File: src/rtl/imem_loader.sv
// -----------------------------------------------------------------------------
// imem_loader
//   Write-side companion to the read-only instruction memory. This block
//   receives a program as a byte stream over a valid/ready handshake and
//   assembles little-endian 32-bit words. Each word goes out as a
//   single-cycle write at consecutive word-aligned byte addresses, starting
//   at BASE_ADDR. The CPU is held in reset until the load has finished.
//
// Parameters
//   WORDS      instruction memory capacity in words; longer loads are rejected
//   BASE_ADDR  byte address of the first written word
//
// Ports
//   clk         system clock, rising edge
//   rst_n       synchronous active-low reset
//   start       begins a load (honoured in IDLE or DONE only)
//   len_words   number of words to load, latched on an accepted start
//   byte_valid  byte_data carries a valid byte
//   byte_data   program byte, little-endian within each word
//   byte_ready  loader accepts a byte this cycle
//   WE          instruction memory write enable, one pulse per word
//   WA          write byte address (BASE_ADDR + 4*word_index)
//   WD          assembled write data
//   busy        load in progress (RECV or WRITE)
//   done        last load finished or was rejected
//   err         last load was rejected (len_words > WORDS)
//   cpu_hold    hold the CPU in reset; low only in DONE
// -----------------------------------------------------------------------------
module imem_loader #(
  parameter int unsigned WORDS     = 64,
  parameter logic [31:0] BASE_ADDR = 32'h0000_0000
) (
  input  logic        clk,
  input  logic        rst_n,
  input  logic        start,
  input  logic [15:0] len_words,
  input  logic        byte_valid,
  input  logic [7:0]  byte_data,
  output logic        byte_ready,
  output logic        WE,
  output logic [31:0] WA,
  output logic [31:0] WD,
  output logic        busy,
  output logic        done,
  output logic        err,
  output logic        cpu_hold
);

  typedef enum logic [1:0] {
    S_IDLE,
    S_RECV,
    S_WRITE,
    S_DONE
  } state_e;

  localparam logic [16:0] WORDS_L = 17'(WORDS);

  state_e      state_q;
  logic [1:0]  byte_cnt_q;
  logic [15:0] word_cnt_q;
  logic [15:0] len_q;
  logic [31:0] asm_q;
  logic [31:0] asm_d;

  logic        byte_ready_q;
  logic        we_q;
  logic [31:0] wa_q;
  logic [31:0] wd_q;
  logic        busy_q;
  logic        done_q;
  logic        err_q;
  logic        cpu_hold_q;

  logic        xfer;
  logic        too_long;
  logic [31:0] addr_d;

  // byte_ready_q is only ever high in RECV, so it alone qualifies a transfer.
  assign xfer     = byte_valid & byte_ready_q;
  assign too_long = {1'b0, len_words} > WORDS_L;
  assign addr_d   = BASE_ADDR + {14'd0, word_cnt_q, 2'b00};

  // NOTE: every variable written in always_comb gets a default first, so no
  // path leaves it unassigned and no latch is inferred.
  always_comb begin
    asm_d = asm_q;
    asm_d[{byte_cnt_q, 3'b000} +: 8] = byte_data;
  end

  // NOTE: sequential state uses non-blocking assignments only; the reset
  // branch is synchronous, sampled on the same rising edge as everything else.
  always_ff @(posedge clk) begin
    if (!rst_n) begin
      state_q      <= S_IDLE;
      byte_cnt_q   <= 2'd0;
      word_cnt_q   <= 16'd0;
      len_q        <= 16'd0;
      asm_q        <= 32'd0;
      byte_ready_q <= 1'b0;
      we_q         <= 1'b0;
      wa_q         <= BASE_ADDR;
      wd_q         <= 32'd0;
      busy_q       <= 1'b0;
      done_q       <= 1'b0;
      err_q        <= 1'b0;
      cpu_hold_q   <= 1'b1;
    end else begin
      // The write strobe is a one-cycle pulse; only the RECV->WRITE
      // transition raises it again.
      we_q <= 1'b0;
      case (state_q)
        S_IDLE, S_DONE: begin
          if (start) begin
            len_q      <= len_words;
            err_q      <= 1'b0;
            word_cnt_q <= 16'd0;
            byte_cnt_q <= 2'd0;
            if (len_words == 16'd0) begin
              state_q    <= S_DONE;
              done_q     <= 1'b1;
              cpu_hold_q <= 1'b0;
            end else if (too_long) begin
              err_q      <= 1'b1;
              state_q    <= S_DONE;
              done_q     <= 1'b1;
              cpu_hold_q <= 1'b0;
            end else begin
              state_q      <= S_RECV;
              byte_ready_q <= 1'b1;
              busy_q       <= 1'b1;
              done_q       <= 1'b0;
              cpu_hold_q   <= 1'b1;
            end
          end
        end

        S_RECV: begin
          if (xfer) begin
            asm_q      <= asm_d;
            byte_cnt_q <= byte_cnt_q + 2'd1;  // wraps to 0 after the 4th byte
            if (byte_cnt_q == 2'd3) begin
              // Present the finished word directly from asm_d so the write
              // pulse lands in the cycle right after the 4th byte.
              state_q      <= S_WRITE;
              byte_ready_q <= 1'b0;
              we_q         <= 1'b1;
              wa_q         <= addr_d;
              wd_q         <= asm_d;
            end
          end
        end

        S_WRITE: begin
          if (word_cnt_q == len_q - 16'd1) begin
            state_q    <= S_DONE;
            busy_q     <= 1'b0;
            done_q     <= 1'b1;
            cpu_hold_q <= 1'b0;
          end else begin
            word_cnt_q   <= word_cnt_q + 16'd1;
            state_q      <= S_RECV;
            byte_ready_q <= 1'b1;
          end
        end

        default: state_q <= S_IDLE;
      endcase
    end
  end

  assign byte_ready = byte_ready_q;
  assign WE         = we_q;
  assign WA         = wa_q;
  assign WD         = wd_q;
  assign busy       = busy_q;
  assign done       = done_q;
  assign err        = err_q;
  assign cpu_hold   = cpu_hold_q;

endmodule

File: config.mk
export PLATFORM = sky130hd
export DESIGN_NAME = imem_loader
export DESIGN_NICKNAME = d
export VERILOG_FILES = /design/src/rtl/imem_loader.sv
export SDC_FILE = /design/constraint.sdc
export NUM_CORES = 1
export LEC_CHECK = 0
export ABC_CLOCK_PERIOD_IN_PS = 9000
export BUFFER_PORTS_ARGS = -buffer_cell sky130_fd_sc_hd__buf_4
export CELL_PAD_IN_SITES_DETAIL_PLACEMENT = 1
export CELL_PAD_IN_SITES_GLOBAL_PLACEMENT = 2
export CORE_MARGIN = 8
export CORE_UTILIZATION = 37
export DETAILED_ROUTE_END_ITERATION = 6
export HOLD_SLACK_MARGIN = 0.05
export PLACE_DENSITY_LB_ADDON = 0.1
export SYNTH_ARGS = -nofsm -noshare
export SYNTH_HDL_FRONTEND = slang
export SYNTH_SLANG_ARGS = --single-unit
File: constraint.sdc
create_clock -name clk -period 9 [get_ports clk]
set_clock_uncertainty 0.2 [all_clocks]
set_input_delay 0.45 -clock clk [delete_from_list [all_inputs] [get_ports clk]]
set_output_delay 0.45 -clock clk [all_outputs]
set_load 0.05 [all_outputs]
==> results by stage, run 1 <==
Floorplan:
- The area of the die is 21,000 µm².
- Measured along the y axis, the die boundary spans 145 µm.
- The floorplan row count is 47.
- The number of top-level pins is 98.
- Measured along the x axis, the die boundary spans 145 µm.
- The core region is between 15,000 and 20,000 µm².
- For this configuration, the core starts out at a cell density of 0.374.

Timing:
- The normalized max-slew margin is 0.197.
- The setup total negative slack is 0 ns.
- The smallest clock period supported by the final layout is computed as 3.74 ns.
- Setup repair after global routing left no endpoint under its margin.
- Dividing the final minimum period by the clock period gives 0.416.
- The final hold violation count was 0.
- Based on the critical path, the design can be clocked at up to 267 MHz.
- The final count of pins violating max slew is 0.
- The transition time at the pin with the least slew margin is 1.20 ns.
- The number of failing setup endpoints in the final timing report is 0.

Setup path:
- Of all nets on the critical path, the largest fanout is 30.
- The worst setup path is captured at a flip-flop.
- Data on the critical path is required at its endpoint by 9.11 ns.
- The worst setup path is launched from a flip-flop.
- The reg2reg setup slack is 5.26 ns.
- For the worst setup path, the data arrival time is 3.85 ns.
- By startpoint and endpoint, the worst setup path is classified as flip-flop to flip-flop.
- The worst reg2reg path endpoint is word_cnt_q[5]$_SDFFE_PN0P_.
- The startpoint of the worst register-to-register path is len_q[0]$_SDFFE_PN0P_.
- The number of cells on the worst reg-to-reg path is 10.

Place:
- The HPWL reported at the end of detailed placement is about 13,000 µm.
- The final weighted congestion in routability-driven placement is 0.766.
- Buffers placed on the I/O ports in this run total 81.

Synthesis:
- After synthesis, the netlist uses 62 different library cells.
- Of the synthesized area, sequential elements account for 0.398.
- The number of flops mapped to enable cells by yosys is 0.
- In the synthesized netlist the dominant register cell turns out to be dfxtp_1.
- In the synthesized netlist the async set-or-reset flop fraction comes to 0.
- The average instance area after synthesis is 8.59 µm².
- The synthesized netlist occupies a cell area of 6140 µm².
- Synthesis inferred 122 register bits.
- Synthesis produced 714 cells.
- The total number of yosys warnings is 0.

Clocking:
- Once the clock tree was built, the setup fixing pass inserted 0 buffers.
- At the later pin of the worst-skew pair, clock insertion delay measures 0.42 ns.
- The number of levels the H-tree was split into is 4.
- The TritonCTS clock tree is yes.
- The clock passes through at most 2 buffers.
- The clock root buffer master is clkbuf_16.
- The number of buffers added by the clock tree synthesis step is 17.
- CTS saw 122 sinks.
- The clock-pin transition on the worst setup and hold timing paths is 0.06 ns.
- The number of gates resized after cts is 0.
- The cts-stage hold buffer count is 0.

Detailed routing:
- The antenna violation net count after detailed routing is 0.
- The average via count per standard cell is 5.40.
- The detailed router placed around 5,400 vias in this run.
- After the first detailed-routing iteration, the DRC count stood at 297.
- Dividing the detail-routed wire length by the instance count gives 17.9 µm.
- The first detailed-routing pass ran for 6 iterations.
- The detailed-route DRC error count is 0.
- After detailed routing, the total wire length is 17,900 µm.

Worst hold path:
- The worst hold path begins at len_words[2].
- The worst-case hold path end point is len_q[2]$_SDFFE_PN0P_.
- The worst hold path passes through 3 cells.
- The class of the most critical hold timing path is primary input to flip-flop.

Layout:
- For this run, the share of the core covered by cells in the final layout is 0.446.
- After filler insertion, the fill cell instance count of the layout stands at between 1,500 and 2,000.
- Compared with the post-synthesis result, the final layout area differs by 19.3%.
- The count of nets after finishing is 809.
- The fraction of layout instances using a drive strength above 1 is 0.171.
- 0 antenna diodes ended up in the layout.

GRT:
- The first global-routing pass estimated 29,100 µm of wire.
- Global routing finished with a remaining overflow of 0.
- The largest net degree at the start of global routing is 110.
- For this run, the total global-route usage over all layers was measured as 0.178.
- The number of antenna violations at the first check in global routing came to 0.
- The number of global-route vias before repair came to just under 6,000.

Run status:
- The flow ran to the end, and the final reports show no timing, DRC or antenna violations.

Power and ir drop:
- The leakage power summed over all cells is 3.67 nW.
- Across the VDD grid, the largest voltage drop is approximately 0.16 mV.
- In this run the power density over the cells is 237 nW/µm².

Run:
- The count of max-cap constraint violations is 0.
[cell usage in the layout (no fill, tap or decap), types with 14 or more instances in the layout]
master     count
conb_1        16
buf_4         86
dfxtp_1      122
clkbuf_16     17
o211a_1       66
inv_1         14
xnor2_1       16
nor2b_1       36
nand2_1      154
nor2_1        18
a21boi_0      32
a21oi_1       46
[cell type report]
class | instances | area (µm²) | share of cell area
multi-input combinational | 529 | 3370 | 0.461
sequential | 122 | 2440 | 0.334
clock inverter | 11 | 72.6 | 0.00991
clock buffer | 21 | 460 | 0.0629
inverter | 14 | 52.6 | 0.00718
tap | 220 | 275 | 0.0376
timing repair buffer | 86 | 646 | 0.0882
[state kept, by name, summed over array words and instances, names as in the netlist]
| signal | cells |
|---|---|
| WA | 16 |
| err | 1 |
| byte_cnt_q | 2 |
| WE | 1 |
| busy | 1 |
| WD | 32 |
| cpu_hold | 1 |
| len_q | 16 |
| asm_q | 32 |
| done | 1 |
| word_cnt_q | 16 |
| byte_ready | 1 |
| state_q | 2 |
[cells in the mapped netlist (6+ instances only)]
library cell	count	area, µm²
nand2_1	154	578
dfxtp_1	122	2440
o211a_1	66	661
a21oi_1	46	230
clkbuf_1	41	154
nor2b_1	36	225
a21boi_0	33	248
nor2_1	18	67.6
buf_4	17	128
xnor2_1	16	140
inv_1	14	52.6
and3_1	12	75.1
ha_1	11	138
nand3_1	11	55.1
o21ai_0	11	55.1
nand4_1	8	50.1
nor3_1	6	30.0
[layer usage]
metal	global-route usage	share of wire	routed length, µm	vias to the layer above
li1	-	-	-	2595
met5	0	0	0	-
met1	0.191	0.42	7550	2706
met3	0.0397	0.029	511	33
met2	0.328	0.53	9520	86
met4	0.0778	0.019	337	0
[critical path, cell delays in order (launching register included)]
cell,delay (ns)
dfxtp_1,0.38
inv_1,0.09
ha_1,0.25
nor3b_2,0.54
o21ai_0,0.17
and3_1,0.25
o2111ai_1,0.30
nor4b_4,0.10
a21boi_2,0.89
a31oi_1,0.19
a41o_1,0.26
[through the flow]
stage | std cells | hold slack, ns | power [mW] | area, µm² | worst slack (ns)
6_report | 1003 | 0.109 | 1.74 | 7320 | 5.26
3_3_place_gp | 971 | 0.238 | 1.11 | 6790 | 5.55
4_1_cts | 1003 | 0.0922 | 1.76 | 7320 | 5.24
3_5_place_dp | 971 | 0.250 | 1.14 | 6790 | 5.25
2_1_floorplan | 729 | 0.257 | 1.03 | 6190 | 6.17
5_1_grt | 1003 | 0.107 | 1.84 | 7320 | 4.92
[report_power, final]
| group | switching (mW) | internal (mW) | total [mW] | leakage [nW] |
|---|---|---|---|---|
| clock network | 0.250 | 0.364 | 0.613 | 0.255 |
| registers | 0.0468 | 0.581 | 0.628 | 0.987 |
| logic | 0.312 | 0.183 | 0.495 | 2.42 |
[worst max path at each step]
stage | startpoint | end | slack, ns | cells past startpoint
global route | len_q[0]$_SDFFE_PN0P_ | word_cnt_q[8]$_SDFFE_PN0P_ | 4.92 | 10
CTS | len_q[0]$_SDFFE_PN0P_ | word_cnt_q[5]$_SDFFE_PN0P_ | 5.24 | 10
floorplan | len_q[0]$_SDFFE_PN0P_ | word_cnt_q[2]$_SDFFE_PN0P_ | 6.17 | 10
finish | len_q[0]$_SDFFE_PN0P_ | word_cnt_q[5]$_SDFFE_PN0P_ | 5.26 | 10
detailed placement | len_q[0]$_SDFFE_PN0P_ | word_cnt_q[5]$_SDFFE_PN0P_ | 5.25 | 10
global placement | len_q[0]$_SDFFE_PN0P_ | word_cnt_q[8]$_SDFFE_PN0P_ | 5.55 | 10
[cell families (layout without fill, tap and decap cells)]
logic type,Yosys count,in the layout,synth area share
simple gates,286,286,0.238
other cells,1,16,0.000611
compound gates,190,190,0.240
xor+xnor,20,20,0.0285
mux,6,6,0.00999
buf+inv,78,132,0.0620
fa+ha+maj,11,11,0.0224
flops,122,122,0.398
(Power assumes the default switching activity.)
==> run 2, diff against run 1 <==
Settings changed: ABC_CLOCK_PERIOD_IN_PS 9000 to 3200, CORE_UTILIZATION 37 to 31.
Clock period 9 ns to 3.2 ns, I/O delays scaled along.
==> run 2 against run 1 <==
Via count grew 2.3%. Critical path depth shrank 1. Power grew to 3.1 times the previous value. Worst setup slack lost 5.1 ns. Sequential cell count is the same. Clock power grew to 3.4 times the previous value. Utilization shrank 3.8 points. Clock-buffer cell count shrank 1. Global-route usage shrank 1.9 points.
==> results by stage, run 2 (synthesis gave the netlist of run 1 again) <==
Setup path:
- The startpoint of the worst register-to-register path is len_q[0]$_SDFFE_PN0P_.
- The worst setup path is launched from a flip-flop.
- The largest driver fanout on the critical path was 4 (-87%).
- The worst reg2reg path endpoint is byte_ready$_SDFFE_PN0P_.
- The endpoint required time on the critical path was 3.31 ns (-5.80 ns).
- The number of cells traversed by the worst register-to-register path is 9 (-1).
- The data arrival time of the critical path is 3.13 ns (-0.72 ns).
- The reg2reg setup slack is 0.17 ns (-5.08 ns).
- The worst setup path is captured at a flip-flop.
- The worst setup path is of the flip-flop to flip-flop kind.

Clocking:
- The clock root buffer master is clkbuf_16.
- The TritonCTS clock tree is yes.
- The number of gates resized after cts is 0 (unchanged).
- The clock-pin transition on the worst setup and hold timing paths is 0.05 ns (about the same).
- The clock latency at the later pin of the worst-skew pair is 0.42 ns (about the same).
- The number of sinks driven by the clock tree is 122 (unchanged).
- The number of buffers added by the clock tree synthesis step is 17 (unchanged).
- The number of levels the H-tree was split into came to 4 (unchanged).
- The worst-case clock buffer depth is 2 (unchanged).

Detailed routing:
- The detailed-route DRC error count is 0 (unchanged).
- The average via count per standard cell was 5.05 (-6.5%).
- The antenna violation net count after detailed routing is 0 (unchanged).
- The number of iterations in the first detailed-routing pass is 5 (-1).
- The total wire length after detailed routing is 19,000 µm (+5.8%).
- The violation count after the first detailed-routing iteration is 180 (-39%).
- The total via count after detailed routing is 5,545 (+2.3%).
- The wire length per cell is 17.3 µm (-3.2%).

Layout:
- In the layout the commonest cells are nand2_1, dfxtp_1, buf_4.
- The area growth from synthesis to layout is 29.6%.
- The diode insertion count for antenna repair is 0 (unchanged).
- The fraction of layout instances using a drive strength above 1 is 0.191 (+0.0200).
- The count of nets after finishing is 858 (+6.1%).
- The library cell used most frequently in the layout, excluding fill and tap cells, is nand2_1.

Timing:
- The worst hold-check slack is 0.0930 ns (-0.0163 ns).
- The final critical delay including setup and external delays came to 3.03 ns (-0.715 ns).
- The final count of pins violating max slew is 0 (unchanged).
- The transition time at the pin with the least slew margin is 0.636 ns (-0.562 ns).
- The setup total negative slack is 0 ns (unchanged).
- The number of failing setup endpoints in the final timing report is 0 (unchanged).
- The achievable clock frequency is 331 MHz (+24%).
- The final period utilization is 0.946 (+0.530).
- Setup repair after global routing left no endpoint under its margin.
- The final hold violation count is 0 (unchanged).
- The normalized max-slew margin is 0.575 (+0.378).

Floorplan:
- The die boundary width came to 157 µm (+8.2%).
- The area of the die is 24,600 µm² (+17%).
- The starting density of the core came to 0.315 (-0.0587).
- The area of the core came to 19,500 µm² (+19%).
- The number of top-level pins was 98 (unchanged).
- The y dimension of the die is 157 µm (+8.2%).
- The floorplan row count is 51 (+8.5%).

Worst hold path:
- The worst-case hold path end point is WD[25]$_SDFFE_PN0P_.
- The worst hold path belongs to the class primary input to flip-flop.
- The cell depth of the worst min-delay path is 2 (-1).
- The startpoint of the lowest-slack hold path is rst_n.

Run status:
- The flow ran to the end, and the final reports show no timing, DRC or antenna violations.

Place:
- The final weighted congestion in routability-driven placement came to 0.757 (-1.2%).
- The count of buffers from port buffering is 81 (unchanged).
- The HPWL reported at the end of detailed placement came to 13,700 µm (+7.0%).

GRT:
- The number of global-route vias before repair is 6,022 (+2.8%).
- The wire length of the first global-routing pass is 30,900 µm (+6.1%).
- The global-route congestion overflow total is 0 (unchanged).
- The number of antenna violations at the first check in global routing is 0 (unchanged).
- The global routing usage summed across all routing layers is 0.159 (-0.0188).
- The largest net degree at the start of global routing is 65 (-41%).

Power and ir drop:
- The leakage power summed over all cells is 3.96 nW (+8.1%).
- The worst ir drop on vdd is 0.439 mV (+180%).
- The power density over cell area was 686 nW/µm² (+190%).

Run:
- The count of max-cap constraint violations is 0 (unchanged).
==> run 2: cell count changes in the layout (fill, tap and decap cells not counted), sizes merged <==
cell / previous run / this run
buf: 86 / 109
bufinv: 0 / 4
clkbuf: 21 / 20
clkinv: 6 / 4
clkinvlp: 4 / 1
dlygate4sd3: 0 / 26
inv: 15 / 17
==> run 2: critical path, stage by stage, from the launching register on <==
cell	delay, ns
dfxtp_1	0.33
or4_1	0.66
nor4_4	0.37
mux2i_1	0.32
o22ai_1	0.11
nor4b_1	0.32
buf_4	0.16
nand2_1	0.08
a31o_2	0.22
and3_1	0.15
==> run 2: power by group <==
part | total, mW | switching [mW] | internal (mW)
Sequential | 1.73 | 0.0950 | 1.63
Combinational | 1.61 | 0.970 | 0.642
Clock | 2.11 | 0.739 | 1.38
Total | 5.45 | 1.80 | 3.65
==> run 2: final cells by class <==
cell class                 instances  area, µm²
clock buffer                      20        467
timing repair buffer             135       1100
inverter                          14       52.6
sequential                       122       2440
fill                            2311      11500
tap                              265        332
multi-input combinational        529       3370
clock inverter                    12        185
==> run 2: worst max-delay path by stage <==
stage                          startpoint                         end  cells after the start  slack (ns)
global placement    len_q[0]$_SDFFE_PN0P_     byte_ready$_SDFFE_PN0P_                      9        0.23
global route        len_q[0]$_SDFFE_PN0P_     byte_ready$_SDFFE_PN0P_                      9        0.05
floorplan           len_q[0]$_SDFFE_PN0P_  word_cnt_q[2]$_SDFFE_PN0P_                     10        0.37
CTS                 len_q[0]$_SDFFE_PN0P_     byte_ready$_SDFFE_PN0P_                      9        0.13
finish              len_q[0]$_SDFFE_PN0P_     byte_ready$_SDFFE_PN0P_                      9        0.17
detailed placement  len_q[0]$_SDFFE_PN0P_     byte_ready$_SDFFE_PN0P_                      9        0.16
==> run 2: layer usage <==
layer,share of wire,track usage
met4,0.018,0.0609
met3,0.026,0.0317
met2,0.53,0.296
met5,0,0
met1,0.43,0.174
==> run 2: what timing repair did <==
item | CTS | global route
hold buffers | 26 | 0
buffers inserted | 0 | 0
endpoints found under the hold margin | 83 | 0
==> run 2: through the flow <==
step	utilization	cell area [µm²]	instances	total power, mW	setup WS [ns]
floorplan	-	6190	729	2.89	0.369
global placement	0.362	7040	1039	3.30	0.231
detailed placement	0.362	7040	1039	3.36	0.156
CTS	0.409	7950	1097	5.52	0.135
global route	0.409	7950	1097	5.74	0.0519
finish	0.409	7950	1097	5.45	0.174
==> run 3, diff against run 2 <==
Settings changed: ABC_AREA set to 1, CAP_MARGIN set to 20, CORE_UTILIZATION 31 to 28, TNS_END_PERCENT set to 10.
==> run 3 against run 2 <==
Wire length rose by 14%. Sequential cell count unchanged. Die area rose by 15%. Non-clock buffer count is 15 lower. Maximum frequency is 21% higher. Largest power group is now combinational cells.
==> results by stage, run 3 <==
Run status:
- The flow ran to the end, and the final reports show no timing, DRC or antenna violations.

Place:
- The HPWL reported at the end of detailed placement is 15,700 µm (+15%).
- The pre-CTS setup slack is 0.692 ns (+0.536 ns).
- The placed instance area was 7270 µm² (+3.3%).
- The instance count after placement with tap cells included is 1,294 (+25%).
- The final weighted congestion in routability-driven placement was 0.793 (+4.7%).
- The count of buffers from port buffering is 81 (unchanged).

Synthesis:
- The main combinational cell family by area after synthesis is simple AND/OR/NAND/NOR gates.
- The fraction of registers with async set or reset after synthesis is 0 (unchanged).
- The synthesized flop and latch total is 122 (unchanged).
- The multiplexer area fraction after synthesis is 0 (-0.00999).
- The number of unique standard cell types used by synthesis came to 35 (-44%).
- Ranked by total cell area, the synthesized netlist is headed by dfxtp_1, nor2_1, o21ai_0, inv_1, nand2_1.
- The main flop type after synthesis is dfxtp_1.
- The share of synthesized area occupied by flip-flops and latches is 0.379 (-0.0190).
- The post-synthesis cell area was 6440 µm² (+5.0%).
- Sorting the synthesized cells by how often they occur yields nor2_1, inv_1, dfxtp_1, nand2_1, o21ai_0.
- The fraction of the mapped netlist area in simple logic gates came to 0.244 (+0.00591).
- The fraction of the mapped netlist area in adder cells is 0.0214 (-0.00107).
- The most area-hungry cell type in the Yosys netlist is dfxtp_1.
- The total number of yosys warnings is 0 (unchanged).
- Yosys instantiated no cell more often than nor2_1.
- The synthesized netlist cell count is 961 (+35%).
- The xor and xnor area share after synthesis is 0.0367 (+0.00815).
- The area share of the leading cell type in the synthesized netlist is 0.379 (-0.0190).
- The number of flops mapped to enable cells by yosys is 0 (unchanged).
- The average instance area after synthesis is 6.71 µm² (-22%).
- The fraction of the mapped netlist area in compound gates was 0.182 (-0.0585).

Setup path:
- The worst setup path is captured at a flip-flop.
- The largest driver fanout on the critical path is 15 (+11).
- The number of cells traversed by the worst register-to-register path is 15 (+6).
- The data arrival time of the critical path is 2.59 ns (-0.54 ns).
- The reg2reg setup slack is 0.69 ns (+0.52 ns).
- The endpoint required time on the critical path is 3.28 ns (-0.03 ns).
- STA classifies the critical path startpoint as a flip-flop.
- The critical path is of the flip-flop to flip-flop type.

GRT:
- The number of global-route vias before repair is 6,492 (+7.8%).
- The largest net degree at the start of global routing is 62 (-4.6%).
- The global-route congestion overflow total is 0 (unchanged).
- The number of antenna violations at the first check in global routing is 0 (unchanged).
- The global routing usage summed across all routing layers came to 0.158 (-0.00155).
- The wire length of the first global-routing pass was 35,200 µm (+14%).

Floorplan:
- The area of the die is 28,100 µm² (+15%).
- The floorplan row count is 55 (+7.8%).
- The area of the core is 22,600 µm² (+16%).
- The y dimension of the die is 168 µm (+7.0%).
- The die boundary width is 168 µm (+7.0%).
- The starting density of the core was 0.285 (-0.0307).
- The number of top-level pins is 98 (unchanged).

Power and ir drop:
- The power density over cell area was 708 nW/µm² (+3.3%).
- The worst ir drop on vdd is 0.344 mV (-22%).
- The leakage power summed over all cells is 3.67 nW (-7.4%).

Layout:
- The final non-filler cell total is 1,351 (+23%).
- The diode insertion count for antenna repair is 0 (unchanged).
- In the layout the commonest cells are nor2_1, inv_1, dfxtp_1.
- The area growth from synthesis to layout is 25.8%.
- The final core utilization came to 0.358 (-0.0506).
- The count of nets after finishing is 1,092 (+27%).
- The fraction of layout instances using a drive strength above 1 is 0.152 (-0.0391).
- The most common cell after layout, fill and taps aside is nor2_1.
- The area of all placed cells without fillers is 8110 µm² (+1.9%).

Detailed routing:
- The number of iterations in the first detailed-routing pass is 5 (unchanged).
- The total wire length after detailed routing is 21,500 µm (+14%).
- Signal routing reaches up to met4.
- The routed length on met3 is 560 µm (+13%).
- The wire length on met1 is 9510 µm (+17%).
- The average via count per standard cell came to 4.60 (-8.9%).
- The sum of met2 wire segment lengths after detailed routing came to 11,300 µm (+13%).
- The antenna violation net count after detailed routing came to 0 (unchanged).
- The wire length per cell was 15.9 µm (-7.8%).
- The total via count after detailed routing is 6,218 (+12%).
- The detailed-route DRC error count came to 0 (unchanged).
- The violation count after the first detailed-routing iteration was 223 (+24%).

Timing:
- The final critical delay including setup and external delays is 2.51 ns (-0.518 ns).
- The normalized max-slew margin came to 0.592 (+0.0171).
- The final count of pins violating max slew came to 0 (unchanged).
- The number of failing setup endpoints in the final timing report is 0 (unchanged).
- The setup total negative slack came to 0 ns (unchanged).
- The final hold violation count is 0 (unchanged).
- The transition time at the pin with the least slew margin came to 0.611 ns (-0.0251 ns).
- The achievable clock frequency came to 399 MHz (+21%).
- The worst setup margin is 0.692 ns (+0.518 ns).
- Setup repair after global routing left no endpoint under its margin.
- The final period utilization came to 0.784 (-0.162).

Run:
- The count of max-cap constraint violations is 0 (unchanged).

Clocking:
- The clock latency at the later pin of the worst-skew pair is 0.43 ns (about the same).
- The number of levels the H-tree was split into is 4 (unchanged).
- The post-CTS repair timing setup buffer count is 0 (unchanged).
- The number of sinks driven by the clock tree was 122 (unchanged).
- CTS placed an instance of clkbuf_16 at the clock tree root.
- The number of buffers added by the clock tree synthesis step is 17 (unchanged).
- The TritonCTS clock tree is yes.
- The worst-case clock buffer depth is 2 (unchanged).
- The clock-pin transition on the worst setup and hold timing paths is 0.05 ns (about the same).

Worst hold path:
- The cell depth of the worst min-delay path is 4 (+2).
- The class of the most critical hold timing path is primary input to flip-flop.
run 3: cells by family (layout without fill, tap and decap cells):
group,Yosys count,after routing
compound gates,217,217
xor+xnor,27,27
fa+ha+maj,11,11
buf+inv,211,301
flops,122,122
other cells,1,16
simple gates,372,372
run 3: layer usage:
metal  global-route usage  up-vias
li1                     -     3194
met1                0.183     2938
met2                0.290       68
met3               0.0336       18
met4               0.0384        0
met5                    0        -
run 3: final timing paths:
check                              from                    endpoint
setup reg to reg  len_q[0]$_SDFFE_PN0P_  word_cnt_q[1]$_SDFFE_PN0P_
setup / recovery  len_q[0]$_SDFFE_PN0P_  word_cnt_q[1]$_SDFFE_PN0P_
hold reg to reg       busy$_SDFFE_PN0P_           busy$_SDFFE_PN0P_
hold / removal                    start  byte_cnt_q[0]$_SDFFE_PN0P_
run 3: critical path, cell delays in order, from the launching register on:
cell and delay, ns:
dfxtp_1 0.32, inv_1 0.14, ha_1 0.22, nand2_2 0.12
nor2_1 0.19, nand2_1 0.10, nand3_1 0.13, nand2_1 0.06
nor2_1 0.10, nand2_1 0.10, nor2_4 0.12, nand3_4 0.14
nand2_4 0.25, nand2_1 0.08, nand2_1 0.06, nor2_1 0.04
run 3: report_power, final:
group / total [mW] / switching [mW] / leakage [nW] / internal, mW
registers: 1.81 / 0.147 / 0.988 / 1.67
clock network: 1.94 / 0.750 / 0.273 / 1.19
logic: 1.99 / 1.37 / 2.41 / 0.615
run 3: what timing repair did:
| item | CTS | global route |
|---|---|---|
| hold buffers | 25 | 0 |
| resized for setup | 0 | 0 |
| hold endpoints to repair | 35 | 0 |
run 3: layout make-up:
class / count / area, µm²
clock inverters: 10 / 118
inverters: 149 / 559
well taps: 285 / 357
repair buffers: 120 / 988
clock buffers: 22 / 464
multi-input cells: 643 / 3180
flip-flops and latches: 122 / 2440
fillers: 2848 / 14500
run 3: per-stage QoR:
stage	hold WS [ns]	power (mW)
5_1_grt	0.0995	6.17
3_3_place_gp	0.234	3.85
4_1_cts	0.0697	5.85
2_1_floorplan	0.127	3.32
3_5_place_dp	0.241	3.84
6_report	0.0826	5.74
